==> src/rtl/addsub_pipe_if.sv <==
// Operand/result handshake bundle for the pipelined adder/subtractor.
// master = operand source and result sink, slave = addsub_pipe.
interface addsub_pipe_if #(
    parameter int WIDTH = 16
);
    logic             in_valid;
    logic             in_ready;
    logic [WIDTH-1:0] a;
    logic [WIDTH-1:0] b;
    logic [1:0]       op;
    logic             cin;
    logic             out_valid;
    logic             out_ready;
    logic [WIDTH-1:0] sum;
    logic             cout;
    logic             ovf;
    logic             zero;

    modport master (
        output in_valid, a, b, op, cin, out_ready,
        input  in_ready, out_valid, sum, cout, ovf, zero
    );

    modport slave (
        input  in_valid, a, b, op, cin, out_ready,
        output in_ready, out_valid, sum, cout, ovf, zero
    );
endinterface

==> src/rtl/addsub_pipe.sv <==
// Pipelined WIDTH-bit add/sub: one SLICE of the carry chain per stage,
// valid/ready on both ends with a global stall.
module addsub_pipe #(
    parameter int WIDTH  = 16,
    parameter int STAGES = 4
) (
    input  logic         clk,
    input  logic         rst_n,
    addsub_pipe_if.slave bus
);
    localparam int SLICE = WIDTH / STAGES;

    logic [STAGES-1:0] r_vld;
    logic [STAGES-1:0] r_c;
    logic [STAGES-1:0] r_z;
    logic [WIDTH-1:0]  r_a   [STAGES];
    logic [WIDTH-1:0]  r_bx  [STAGES];
    logic [WIDTH-1:0]  r_sum [STAGES];
    logic              r_ovf;

    logic [STAGES-1:0] w_nx_vld;
    logic [STAGES-1:0] w_nx_c;
    logic [STAGES-1:0] w_nx_z;
    logic [WIDTH-1:0]  w_nx_a   [STAGES];
    logic [WIDTH-1:0]  w_nx_bx  [STAGES];
    logic [WIDTH-1:0]  w_nx_sum [STAGES];
    logic              w_nx_ovf;

    logic              w_stall;
    logic [WIDTH-1:0]  w_bx0;
    logic              w_c0;

    assign w_stall = r_vld[STAGES-1] & ~bus.out_ready;
    assign w_bx0   = bus.b ^ {WIDTH{bus.op[0]}};

    always_comb begin
        w_c0 = 1'b0;
        unique case (bus.op)
            2'b00: w_c0 = 1'b0;
            2'b01: w_c0 = 1'b1;
            2'b10: w_c0 = bus.cin;
            2'b11: w_c0 = ~bus.cin;
        endcase
    end

    always_comb begin : p_next
        logic [WIDTH-1:0] w_a_in;
        logic [WIDTH-1:0] w_bx_in;
        logic [WIDTH-1:0] w_sum_in;
        logic             w_c_in;
        logic             w_z_in;
        logic             w_v_in;
        logic [SLICE:0]   w_slice;
        int               w_kp;
        w_nx_vld = '0;
        w_nx_c   = '0;
        w_nx_z   = '0;
        for (int k = 0; k < STAGES; k++) begin
            w_kp = (k == 0) ? 0 : k - 1;
            if (k == 0) begin
                w_a_in   = bus.a;
                w_bx_in  = w_bx0;
                w_sum_in = '0;
                w_c_in   = w_c0;
                w_z_in   = 1'b1;
                w_v_in   = bus.in_valid;
            end else begin
                w_a_in   = r_a[w_kp];
                w_bx_in  = r_bx[w_kp];
                w_sum_in = r_sum[w_kp];
                w_c_in   = r_c[w_kp];
                w_z_in   = r_z[w_kp];
                w_v_in   = r_vld[w_kp];
            end
            w_slice = {1'b0, w_a_in[k*SLICE +: SLICE]}
                    + {1'b0, w_bx_in[k*SLICE +: SLICE]}
                    + {{SLICE{1'b0}}, w_c_in};
            w_nx_a[k]   = w_a_in;
            w_nx_bx[k]  = w_bx_in;
            w_nx_sum[k] = w_sum_in;
            w_nx_sum[k][k*SLICE +: SLICE] = w_slice[SLICE-1:0];
            w_nx_c[k]   = w_slice[SLICE];
            w_nx_z[k]   = w_z_in & ~|w_slice[SLICE-1:0];
            w_nx_vld[k] = w_v_in;
        end
        // sum bit = a ^ bx ^ carry-in, so the carry into the MSB is recoverable
        w_nx_ovf = w_nx_a[STAGES-1][WIDTH-1]
                 ^ w_nx_bx[STAGES-1][WIDTH-1]
                 ^ w_nx_sum[STAGES-1][WIDTH-1]
                 ^ w_nx_c[STAGES-1];
    end

    always_ff @(posedge clk or negedge rst_n) begin
        if (!rst_n) begin
            r_vld <= '0;
            r_c   <= '0;
            r_z   <= '0;
            r_ovf <= 1'b0;
            for (int k = 0; k < STAGES; k++) begin
                r_a[k]   <= '0;
                r_bx[k]  <= '0;
                r_sum[k] <= '0;
            end
        end else if (!w_stall) begin
            r_vld <= w_nx_vld;
            r_c   <= w_nx_c;
            r_z   <= w_nx_z;
            r_ovf <= w_nx_ovf;
            for (int k = 0; k < STAGES; k++) begin
                r_a[k]   <= w_nx_a[k];
                r_bx[k]  <= w_nx_bx[k];
                r_sum[k] <= w_nx_sum[k];
            end
        end
    end

    assign bus.in_ready  = ~w_stall;
    assign bus.out_valid = r_vld[STAGES-1];
    assign bus.sum       = r_sum[STAGES-1];
    assign bus.cout      = r_c[STAGES-1];
    assign bus.zero      = r_z[STAGES-1];
    assign bus.ovf       = r_ovf;
endmodule

==> src/flat_wrapper.sv <==
// flat-port wrapper written by rule: the top's interface ports become plain ports
module addsub_pipe_flat 
#(
    parameter int WIDTH  = 16,
    parameter int STAGES = 4
)
  (clk, rst_n, bus_in_valid, bus_a, bus_b, bus_op, bus_cin, bus_out_ready, bus_in_ready, bus_out_valid, bus_sum, bus_cout, bus_ovf, bus_zero);
  addsub_pipe_if #(.WIDTH(WIDTH)) bus_i ();
  input  logic clk;
  input  logic rst_n;
  input wire logic [$bits(bus_i.in_valid)-1:0] bus_in_valid;
  input wire logic [$bits(bus_i.a)-1:0] bus_a;
  input wire logic [$bits(bus_i.b)-1:0] bus_b;
  input wire logic [$bits(bus_i.op)-1:0] bus_op;
  input wire logic [$bits(bus_i.cin)-1:0] bus_cin;
  input wire logic [$bits(bus_i.out_ready)-1:0] bus_out_ready;
  output wire logic [$bits(bus_i.in_ready)-1:0] bus_in_ready;
  output wire logic [$bits(bus_i.out_valid)-1:0] bus_out_valid;
  output wire logic [$bits(bus_i.sum)-1:0] bus_sum;
  output wire logic [$bits(bus_i.cout)-1:0] bus_cout;
  output wire logic [$bits(bus_i.ovf)-1:0] bus_ovf;
  output wire logic [$bits(bus_i.zero)-1:0] bus_zero;
  assign bus_i.in_valid = bus_in_valid;
  assign bus_i.a = bus_a;
  assign bus_i.b = bus_b;
  assign bus_i.op = bus_op;
  assign bus_i.cin = bus_cin;
  assign bus_i.out_ready = bus_out_ready;
  assign bus_in_ready = bus_i.in_ready;
  assign bus_out_valid = bus_i.out_valid;
  assign bus_sum = bus_i.sum;
  assign bus_cout = bus_i.cout;
  assign bus_ovf = bus_i.ovf;
  assign bus_zero = bus_i.zero;
  addsub_pipe #(.WIDTH(WIDTH), .STAGES(STAGES)) u_core (.clk(clk), .rst_n(rst_n), .bus(bus_i));
endmodule
==> config.mk <==
export PLATFORM = sky130hd
export DESIGN_NAME = addsub_pipe_flat
export DESIGN_NICKNAME = d
export VERILOG_FILES = /design/src/rtl/addsub_pipe_if.sv /design/src/rtl/addsub_pipe.sv /design/src/flat_wrapper.sv
export SDC_FILE = /design/constraint.sdc
export NUM_CORES = 1
export LEC_CHECK = 0
export BUFFER_PORTS_ARGS = -buffer_cell sky130_fd_sc_hd__buf_2
export CORE_MARGIN = 4
export CORE_UTILIZATION = 57
export CTS_BUF_LIST = sky130_fd_sc_hd__clkbuf_16
export CTS_CLUSTER_DIAMETER = 60
export DETAILED_ROUTE_END_ITERATION = 16
export HOLD_SLACK_MARGIN = 0.03
export PLACE_DENSITY = 0.86
export SETUP_SLACK_MARGIN = 0.2
export SLEW_MARGIN = 20
export SYNTH_ARGS = -nofsm -noshare
export SYNTH_HDL_FRONTEND = slang
export SYNTH_SLANG_ARGS = --single-unit
==> constraint.sdc <==
create_clock -name clk -period 2 [get_ports clk]
set_input_delay 0.4 -clock clk [delete_from_list [all_inputs] [get_ports clk]]
set_output_delay 0.4 -clock clk [all_outputs]
set_load 0.01 [all_outputs]
# Word-level counts from Yosys, hierarchy flattened
# Index checks and enable logic that the tools add are counted.
# op_classes
add_sub_neg,8
eq_ne,3
n_mux,1
n_bitwise,11
n_reduce_logical,9
# ops
operator,n
adder 4 x 4 -> 5 bit,4
adder 5 x 1 -> 5 bit,4
OR reduction 4 bit,4
bitwise XOR 16 bit,1
AND 1 bit,4
"equality test 2 bit, second input constant",2
logical NOT 1 bit,4
one-hot mux 1 bit (4 select lines),1
inverter 1 bit,3
bitwise XOR 1 bit,3
"equality test 2 x 1 -> 1 bit, second input constant",1
logical NOT 2 bit,1
# word_totals
reg_bits,149
inputBits,39
out_inout_bits,21
elab_cells,46

# Logic depth before layout (Yosys ltp)
# Gate-level depths: netlist of run 1.
# logic_depth
ltp_word,5
mapped_depth,9
ltp_nobuf,8

# Worst setup path before layout of run 1
# No wires, ideal clock.
# synth_path
path_kind,input to register
start,in bus_op[0]
end,reg u_core.r_sum[51] in the netlist's numbering
setup_time_ps,125
t_arrival_ps,1924
path_slack_ps,-49
cell_stages,8
path_buffers,2
path_cell_list,buf_4 > buf_6 > xor2_1 > fa_1 > a21o_1 > a21oi_1 > xnor2_1 > mux2_4
# synth_via
elab_chain_len,3
# synth_lines
element,line,text
from (decl),flat_wrapper.sv:14,input wire logic [$bits(bus_i.op)-1:0] bus_op;
"bitwise XOR 16 bit, or another cell as far along",addsub_pipe.sv:34,assign w_bx0 = bus.b ^ {WIDTH{bus.op[0]}};
adder 4 x 4 -> 5 bit / one-hot mux 1 bit (4 select lines) (equally long branches),"addsub_pipe.sv:76, addsub_pipe.sv:38",
adder 5 x 1 -> 5 bit (*),addsub_pipe.sv:77,"+ {{SLICE{1'b0}}, w_c_in};"
"to (signal, indexed assignment)",addsub_pipe.sv:112,r_sum[k] <= w_nx_sum[k];
to (decl),addsub_pipe.sv:18,logic [WIDTH-1:0] r_sum [STAGES];
# Mark *: on every way between the ends. The rest lies on a longest branch, timed or not.
# A chain may end at the register's enable or synchronous reset.

# Worst setup path after layout of run 1
# layout_path
start,"reg u_core.r_bx, in the netlist u_core.p_next.w_bx_in[12]"
end,reg u_core.r_z[3]
# layout_via
elab_chain_len,5
# layout_lines
element,line,text
from (decl),addsub_pipe.sv:17,logic [WIDTH-1:0] r_bx [STAGES];
"from (signal, indexed assignment)",addsub_pipe.sv:111,r_bx[k] <= w_nx_bx[k];
adder 4 x 4 -> 5 bit,addsub_pipe.sv:76,"+ {1'b0, w_bx_in[k*SLICE +: SLICE]}"
adder 5 x 1 -> 5 bit,addsub_pipe.sv:77,
OR reduction 4 bit,addsub_pipe.sv:83,w_nx_z[k] = w_z_in & ~|w_slice[SLICE-1:0];
logical NOT 1 bit,addsub_pipe.sv:83,
AND 1 bit,addsub_pipe.sv:83,
to (signal assigned),addsub_pipe.sv:107,r_z <= w_nx_z;
to (decl),addsub_pipe.sv:15,logic [STAGES-1:0] r_z;
# No other way between the ends.

==> metrics, run 1 <==
status=completed; Total GRT Usage=0.1934; Post-route DRC=0; unrepaired setup endpoints after global routing=true; total grt overflow=0; fraction of registers with async set/reset=1.000; Routed WL=8662 um; worst reg2reg setup slack=210 ps; clk buf depth=2; Req. time, crit path=2230 ps; clock slew at reported path FFs=70 ps; die height=98.15 um; Row Count=32; Final Hold Fails=0; dpl hpwl=5751 um; Synth top area share=0.5457; Synth Cell Area=0.004632 mm^2; sequential cell area fraction in the yosys report=0.5457; fmax=559.6 MHz; Post-DP Area=0.004906 mm^2; Pre-antenna DRT Iters=4; leak pwr=2.730 nW; slew margin rel.=0.6499; Syn Inst Count=489; global-route wire length before repair=15150 um; Die X-Extent=98.15 um; clk_skew=7.360 ps; #FFs+latches synth=101; worst slew pin tran=525.2 ps; largest net degree at the start of global routing=106; Worst-Skew Late Latency=330 ps; ys flop type=dfrtp_1; Distinct cells, synth=27; utilization after layout=0.6729; fin crit share=0.8935; vias in the first global route=3323; most common cell in the synthesized netlist=nand2_1; startpoint types=register; P&R area growth vs syn=13.43%; total CTS buffers=9; I/O pins=60; crit path time final=1787 ps; placed insts=618; First DRT Iteration DRCs=160; Via density=4.975; CTS tree=done; Synth Area per Inst=9.472 um^2; Die Area=0.009632 mm^2; Finished Cell Area=0.005254 mm^2; DR WL/cell=13.60 um; clk root buf=clkbuf_16; diodes inserted=0; antenna violations before repair=0; area of the multi-input gates=0.001847 mm^2; final cell count without fillers=637; CTS H-tree lvls=3; post-route ant nets=0; syn_nets=548; core area=0.007807 mm^2; max-slew violation count=0; Final TNS setup=0 ps; max cap viols=0; Synth area leader=dfrtp_1; Routability Congestion=0.7798; top cells by area, synth=dfrtp_1 55%, nand2_1 18%, buf_4 4.1%; Synth Warn #=0; endpoints failing setup=0; Sequential Area=0.002527 mm^2; EDFF count, synth=0; CP Capture Type=register; fraction of final layout cells sized beyond drive strength 1=0.2075; maximum VDD drop=0.6774 mV; Pwr Density=1576 mW/mm^2; Initial Utilization=0.5933; FILL cells=583; Sink Count=101; crit path DAT=2010 ps; Hold Path Class=in -> async; Synth top cells by count=220 x nand2_1, 101 x dfrtp_1, 25 x buf_4; CP max FO=2; # port buffers=59; nets@finish=589; Setup CP Type=reg -> reg; DR vias=3169
## layer usage
layer | global-route usage | part of all wire
met1 | 0.2576 | 0.45
met2 | 0.3068 | 0.48
met3 | 0.03857 | 0.044
met4 | 0.09244 | 0.025
met5 | 0 | 0
## report_power, final
group	total, mW	internal, mW	switching, mW
logic	3.20	1.40	1.80
registers	3.44	2.93	0.514
clock network	1.63	0.861	0.773
## through the flow
step	power (mW)	hold slack [ps]	setup WS, ps
after floorplan	5.797	104.4	36.36
after global placement	6.229	404.6	95.12
after detailed placement	6.399	416.8	29.39
after CTS	8.151	54.36	195.3
after global routing	8.938	76.12	156.2
final	8.280	35.34	213.1
## kinds of logic (layout without fill, tap and decap cells)
group	after synthesis	after routing	synth area share
AOI/OAI and AO/OA	44	44	0.05322
xor gates and xnor gates	26	26	0.04916
adders and majority gates	20	20	0.06699
buffers and inverters	50	96	0.06969
DFF	101	101	0.5457
muxes	3	3	0.008914
and+or+nand+nor	245	245	0.2064
## cells in the final DEF, fill, tap and decap left out, drive strengths merged
master	Yosys	final
nand2b	2	2
xnor2	16	16
nand4	1	1
buf	38	70
inv	10	12
a22o	1	1
nor2b	3	3
clkinvlp	0	1
xor2	10	10
a21oi	13	13
ha	12	12
nand2	220	220
fa	8	8
nand3b	1	1
a21o	5	5
nor2	16	16
clkbuf	2	9
o31ai	1	1
nand4b	2	2
clkinv	0	4
mux2	3	3
o21ai	24	24
dfrtp	101	101
## layout make-up
class	count	area share
flip-flops and latches	101	0.4811
clock inverters	7	0.01119
inverters	10	0.007145
well taps	102	0.02429
multi-input cells	338	0.3515
repair buffers	70	0.08192
clock buffers	9	0.04287
## path summary, 6_finish.rpt
path | start | end | cells past startpoint
max | u_core.p_next.w_bx_in[12] | u_core.r_z[3] | 6
min | rst_n | u_core.bus.sum[5] | 1
max reg2reg | u_core.p_next.w_bx_in[12] | u_core.r_z[3] | 6
min reg2reg | u_core.bus.sum[3] | u_core.bus.sum[3] | 2
max in group asynchronous | rst_n | u_core.r_bx[42] | 2
min in group clk | bus_a[9] | u_core.r_a[57] | 3
## critical path: stages, from the launching register on
cell and delay [ps]:
dfrtp_1 410, fa_2 410, inv_2 70, fa_2 440
nand3b_1 130, nor2_1 50, a22o_1 170
## state kept, by name, indices dropped and copies added, names as in the netlist
register / count
u_core.bus.sum: 16
u_core.r_a: 20
u_core.r_c: 4
u_core.bus.ovf: 1
u_core.r_z: 4
u_core.p_next.w_sum_in: 12
u_core.p_next.w_bx_in: 4
u_core.r_bx: 20
u_core.r_vld: 4
u_core.r_sum: 12
u_core.p_next.w_a_in: 4
## timing repair
item / CTS / global route
pin swaps: 2 / 11
hold buffers: 0 / 0
gates resized for setup: 4 / 9
buffers inserted: 1 / 2
setup endpoints to repair: 5 / 6
endpoints found under the hold margin: 0 / 0
No activity file was read; power rests on OpenSTA's default activity.
==> inputs of run 2 (changes only) <==
CORE_UTILIZATION = 55   (was 57)
CTS_BUF_LIST = sky130_fd_sc_hd__clkbuf_8   (was sky130_fd_sc_hd__clkbuf_16)
GPL_TIMING_DRIVEN = 0   (was unset)
PLACE_DENSITY = 0.83   (was 0.86)
==> run 2 against run 1 <==
Final area is 4.4% higher. Global-route usage is 1.0 points higher. Fmax is 1.5% lower. Combinational power is 18% higher. Highest routed layer unchanged.
==> metrics, run 2 (same netlist as run 1, synthesis figures left out) <==
status=completed; # port buffers=58; Routability Congestion=0.8147; most frequent cells in the layout=220 x nand2_1, 101 x dfrtp_1, 65 x buf_2; critical hold path startpoint=bus_a[10]; crit path time final=1815 ps; Sink Count=101; fraction of final layout cells sized beyond drive strength 1=0.2622; Via density=4.963; total grt overflow=0; Routed WL=9752 um; largest net degree at the start of global routing=58; diodes inserted=0; post-route ant nets=0; clk buf depth=2; Final TNS setup=0 ps; Crit-path slowest cell=fa_2; worst r2r src=u_core.p_next.w_bx_in[12]; sink of the worst hold path=u_core.r_a[58]; CTS H-tree lvls=3; Finished Cell Area=0.005487 mm^2; die height=99.77 um; I/O pins=60; global-route wire length before repair=15920 um; Slowest Stage Delay on Critical Path=450 ps; Pwr Density=1532 mW/mm^2; Critical path origin=u_core.p_next.w_bx_in[12]; CP delay by family, top=adder cells; Post-route DRC=0; Worst Path Buf+Inv=1; worst slew pin tran=535.3 ps; Row Count=33; leak pwr=2.893 nW; Worst Hold Path Cells=3; max cap viols=0; nets@finish=630; DR WL/cell=14.32 um; commonest non-fill, non-tap cell in the layout=nand2_1; total CTS buffers=9; Hold Path Class=in -> reg; fin crit share=0.9075; Tot Pwr=8.404 mW; cell mode on critical path=fa_2; DR vias=3380; endpoints failing setup=0; Pre-antenna DRT Iters=5; Total GRT Usage=0.2035; critical path, cell by cell=fa_2, inv_2, fa_2, nand3b_1, nor2_2, a22o_1; fmax=551.0 MHz; Post-DP Area=0.005132 mm^2; antenna violations before repair=0; crit path DAT=2070 ps; Setup CP Type=reg -> reg; Die X-Extent=99.77 um; Worst-Skew Late Latency=370 ps; core area=0.008217 mm^2; reg-to-reg critical path endpoint=u_core.r_z[3]; maximum VDD drop=0.6820 mV; vias in the first global route=3398; clock slew at reported path FFs=90 ps; max-slew violation count=0; Final WS setup=185.1 ps; Die Area=0.009954 mm^2; pre-CTS WS=-44.42 ps; dpl hpwl=6896 um; CP max FO=2; FF-to-FF path depth=6; Initial Utilization=0.5637; clk root buf=clkbuf_8; Req. time, crit path=2260 ps; CTS tree=done; CP Capture Type=register; P&R area growth vs syn=18.45%; startpoint types=register; slew margin rel.=0.6431; clk_skew=12.66 ps; Final Hold Fails=0; worst reg2reg setup slack=190 ps; First DRT Iteration DRCs=191; unrepaired setup endpoints after global routing=true
==> run 2: worst max path at each step <==
stage,end,cells past startpoint
after floorplan,u_core.r_z[0],8
after global placement,u_core.r_bx[53],1
after detailed placement,u_core.r_z[0],9
after CTS,bus_in_ready,6
after global routing,u_core.bus.sum[15],6
final,u_core.r_z[3],6
==> run 2: what timing repair did <==
| action | 4_1_cts | 5_1_grt |
|---|---|---|
| setup endpoints to repair | 5 | 8 |
| pin swaps | 2 | 12 |
| cloned | 0 | 1 |
| endpoints found under the hold margin | 44 | 0 |
| hold buffers | 1 | 0 |
| buffers inserted | 3 | 7 |
| gates resized for setup | 7 | 13 |
==> run 2: worst register-to-register path, stage by stage (launching register included) <==
cell	delay, ps
dfrtp_1	410
fa_2	410
inv_2	70
fa_2	450
nand3b_1	140
nor2_2	50
a22o_1	180
==> run 2: layout make-up <==
cell class	count	area (um^2)
inverters	10	42.54
clock inverters	7	50.05
repair buffers	71	440.4
fillers	619	2730
well taps	105	131.4
multi-input cells	338	1861
plain buffers	40	310.3
flip-flops and latches	101	2527
clock buffers	9	123.9
==> run 2: metal layers <==
layer / vias to the layer above / track usage / wire length [um]
li1: 1672 / - / -
met1: 1597 / 0.2610 / 3981
met3: 12 / 0.02919 / 573
met4: 0 / 0.08403 / 161
met2: 99 / 0.3479 / 5036
met5: - / 0 / 0
==> run 2: per-stage QoR <==
step,hold WS (ps),std cells,util
finish,228.2,681,0.6677
floorplan,104.4,489,-
global route,232.7,681,0.6677
detailed placement,352.1,653,0.6246
global placement,450.0,652,0.6205
CTS,213.8,673,0.6524
==> run 2: where the power goes <==
part           internal [mW]  switching (mW)  total [mW]  leakage [nW]
combinational           1.79            2.00        3.79          1.57
sequential              2.93           0.526        3.45          1.23
clock                  0.457           0.705        1.16        0.0933
==> inputs of run 3 (changes only) <==
CORE_UTILIZATION = 45   (was 55)
GPL_TIMING_DRIVEN = 1   (was 0)
PLACE_DENSITY = 0.72   (was 0.83)
==> run 3 against run 2 <==
Sequential share of layout area rose by 3.0 points. Sequential power is essentially flat. Worst setup slack gained 27 ps. Critical path depth unchanged. Register-to-register slack gained 30 ps. Wire length shrank 15%. Final area is 6.1% lower. Global-route usage decreased by 4.7 points.
==> metrics, run 3 (same netlist as run 1, synthesis figures left out) <==
total CTS buffers=9; CP max FO=2; startpoint types=register; Stages on worst setup path=6; Row Count=36; core area=0.009910 mm^2; nets@finish=585; antenna violations before repair=0; crit path time final=1788 ps; Routed WL=8322 um; P&R area growth vs syn=11.26%; Crit-path slowest cell=fa_2; CP Capture Type=register; Finished Cell Area=0.005154 mm^2; First DRT Iteration DRCs=219; fin crit share=0.8941; clk root buf=clkbuf_8; FILL cells=933; max-slew violation count=0; diodes inserted=0; Worst-Skew Late Latency=360 ps; Initial Utilization=0.4674; net switching power=2.950 mW; area of the multi-input gates=0.001843 mm^2; sequential share of power=0.444; Setup CP Type=reg -> reg; status=completed; cell mode on critical path=fa_2; Via density=4.678; Comb power frac=0.396; Die X-Extent=109.5 um; leak pwr=2.651 nW; Pwr Density=1499 mW/mm^2; Final Hold Fails=0; Worst Path Buf+Inv=1; endpoints failing setup=0; post-route ant nets=0; max cap viols=0; Tot Pwr=7.724 mW; CP delay by family, top=adder cells; commonest non-fill, non-tap cell in the layout=nand2_1; # port buffers=59; maximum VDD drop=0.5426 mV; worst slew pin tran=526.4 ps; Die Area=0.01198 mm^2; largest net degree at the start of global routing=106; critical path, cell by cell=fa_2, inv_2, fa_2, nand3b_1, nor2_1, a22o_1; utilization after layout=0.5201; fraction of final layout cells sized beyond drive strength 1=0.2015; die height=109.5 um; slew margin rel.=0.6490; DR WL/cell=12.53 um; clock power share=0.160; crit path DAT=2030 ps; CTS H-tree lvls=3; Hold Path Class=in -> async; Sw Ratio=0.3819; total grt overflow=0; clock slew at reported path FFs=100 ps; Pint=4.774 mW; Post-route DRC=0; most frequent cells in the layout=220 x nand2_1, 101 x dfrtp_1, 58 x buf_2; I/O pins=60; DR vias=3106; unrepaired setup endpoints after global routing=true; clk buf depth=2; Req. time, crit path=2250 ps; FF-to-FF path depth=6; fmax=559.2 MHz; CTS Hold Bufs=0; Pre-antenna DRT Iters=4; global-route wire length before repair=15020 um; Slowest Stage Delay on Critical Path=430 ps; dpl hpwl=5750 um; Sink Count=101; Routability Congestion=0.8067; clk_skew=9.781 ps; vias in the first global route=3171; CTS tree=done; Total GRT Usage=0.1564; Post-DP Area=0.004917 mm^2; Sequential Area=0.002527 mm^2
## run 3: cell count changes in the layout (fill, tap and decap cells not counted), moves of 2 or more
cell	change
buf_6	-4
buf_4	-29
clkbuf_1	-2
buf_2	-7
clkinv_4	-2
clkinv_2	-3
## run 3: path summary, 6_finish.rpt
| check | start | endpoint | slack [ps] |
|---|---|---|---|
| worst max-delay path | u_core.p_next.w_bx_in[12] | u_core.r_z[3] | 210 |
| min in group clk | bus_a[15] | u_core.r_a[63] | 230 |
| worst min-delay path | rst_n | u_core.r_vld[1] | 70 |
| worst max register to register | u_core.p_next.w_bx_in[12] | u_core.r_z[3] | 210 |
| worst min register to register | u_core.bus.sum[2] | u_core.bus.sum[2] | 470 |
| max in group asynchronous | rst_n | u_core.r_a[44] | 1510 |
## run 3: final cells by class
class	count	share of cell area
Clock buffer	10	0.02671
Clock inverter	6	0.01044
Inverter	10	0.007283
Multi-Input combinational cell	338	0.3576
Sequential cell	101	0.4904
Tap cell	133	0.03229
Timing Repair Buffer	66	0.07526
## run 3: worst register-to-register path: stages, from the launching register on
cell	delay [ps]
dfrtp_1	420
fa_2	410
inv_2	60
fa_2	430
nand3b_1	100
nor2_1	50
a22o_1	200
## run 3: metal layers
layer	track usage	wire length, um	vias to the layer above
li1	-	-	1575
met1	0.2211	3910	1468
met2	0.2467	3929	56
met3	0.03523	398	7
met4	0.03829	84	0
met5	0	0	-
## run 3: metrics by stage
| step | hold WS (ps) | TNS, ps | worst slack [ps] | std cells |
|---|---|---|---|---|
| 2_1_floorplan | 104.4 | 0 | 36.36 | 489 |
| 3_3_place_gp | 446.1 | 0 | 70.34 | 647 |
| 3_5_place_dp | 450.9 | -41.92 | -41.92 | 647 |
| 4_1_cts | 110.1 | 0 | 196.6 | 663 |
| 5_1_grt | 93.83 | 0 | 139.1 | 664 |
| 6_report | 69.47 | 0 | 211.8 | 664 |
## run 3: power by group through the flow
stage / registers, mW / logic, mW / clock network (mW)
final: 3.43 / 3.06 / 1.24
after CTS: 3.43 / 2.99 / 1.26
after floorplan: 3.34 / 2.45 / 0
after detailed placement: 3.47 / 2.96 / 0
after global routing: 3.55 / 3.60 / 1.36
after global placement: 3.43 / 2.81 / 0
## run 3: repair_timing
action	CTS	global route
setup buffers	0	1
setup endpoints to repair	4	7
pin swaps	1	7
hold endpoints to repair	0	0
resized for setup	3	9
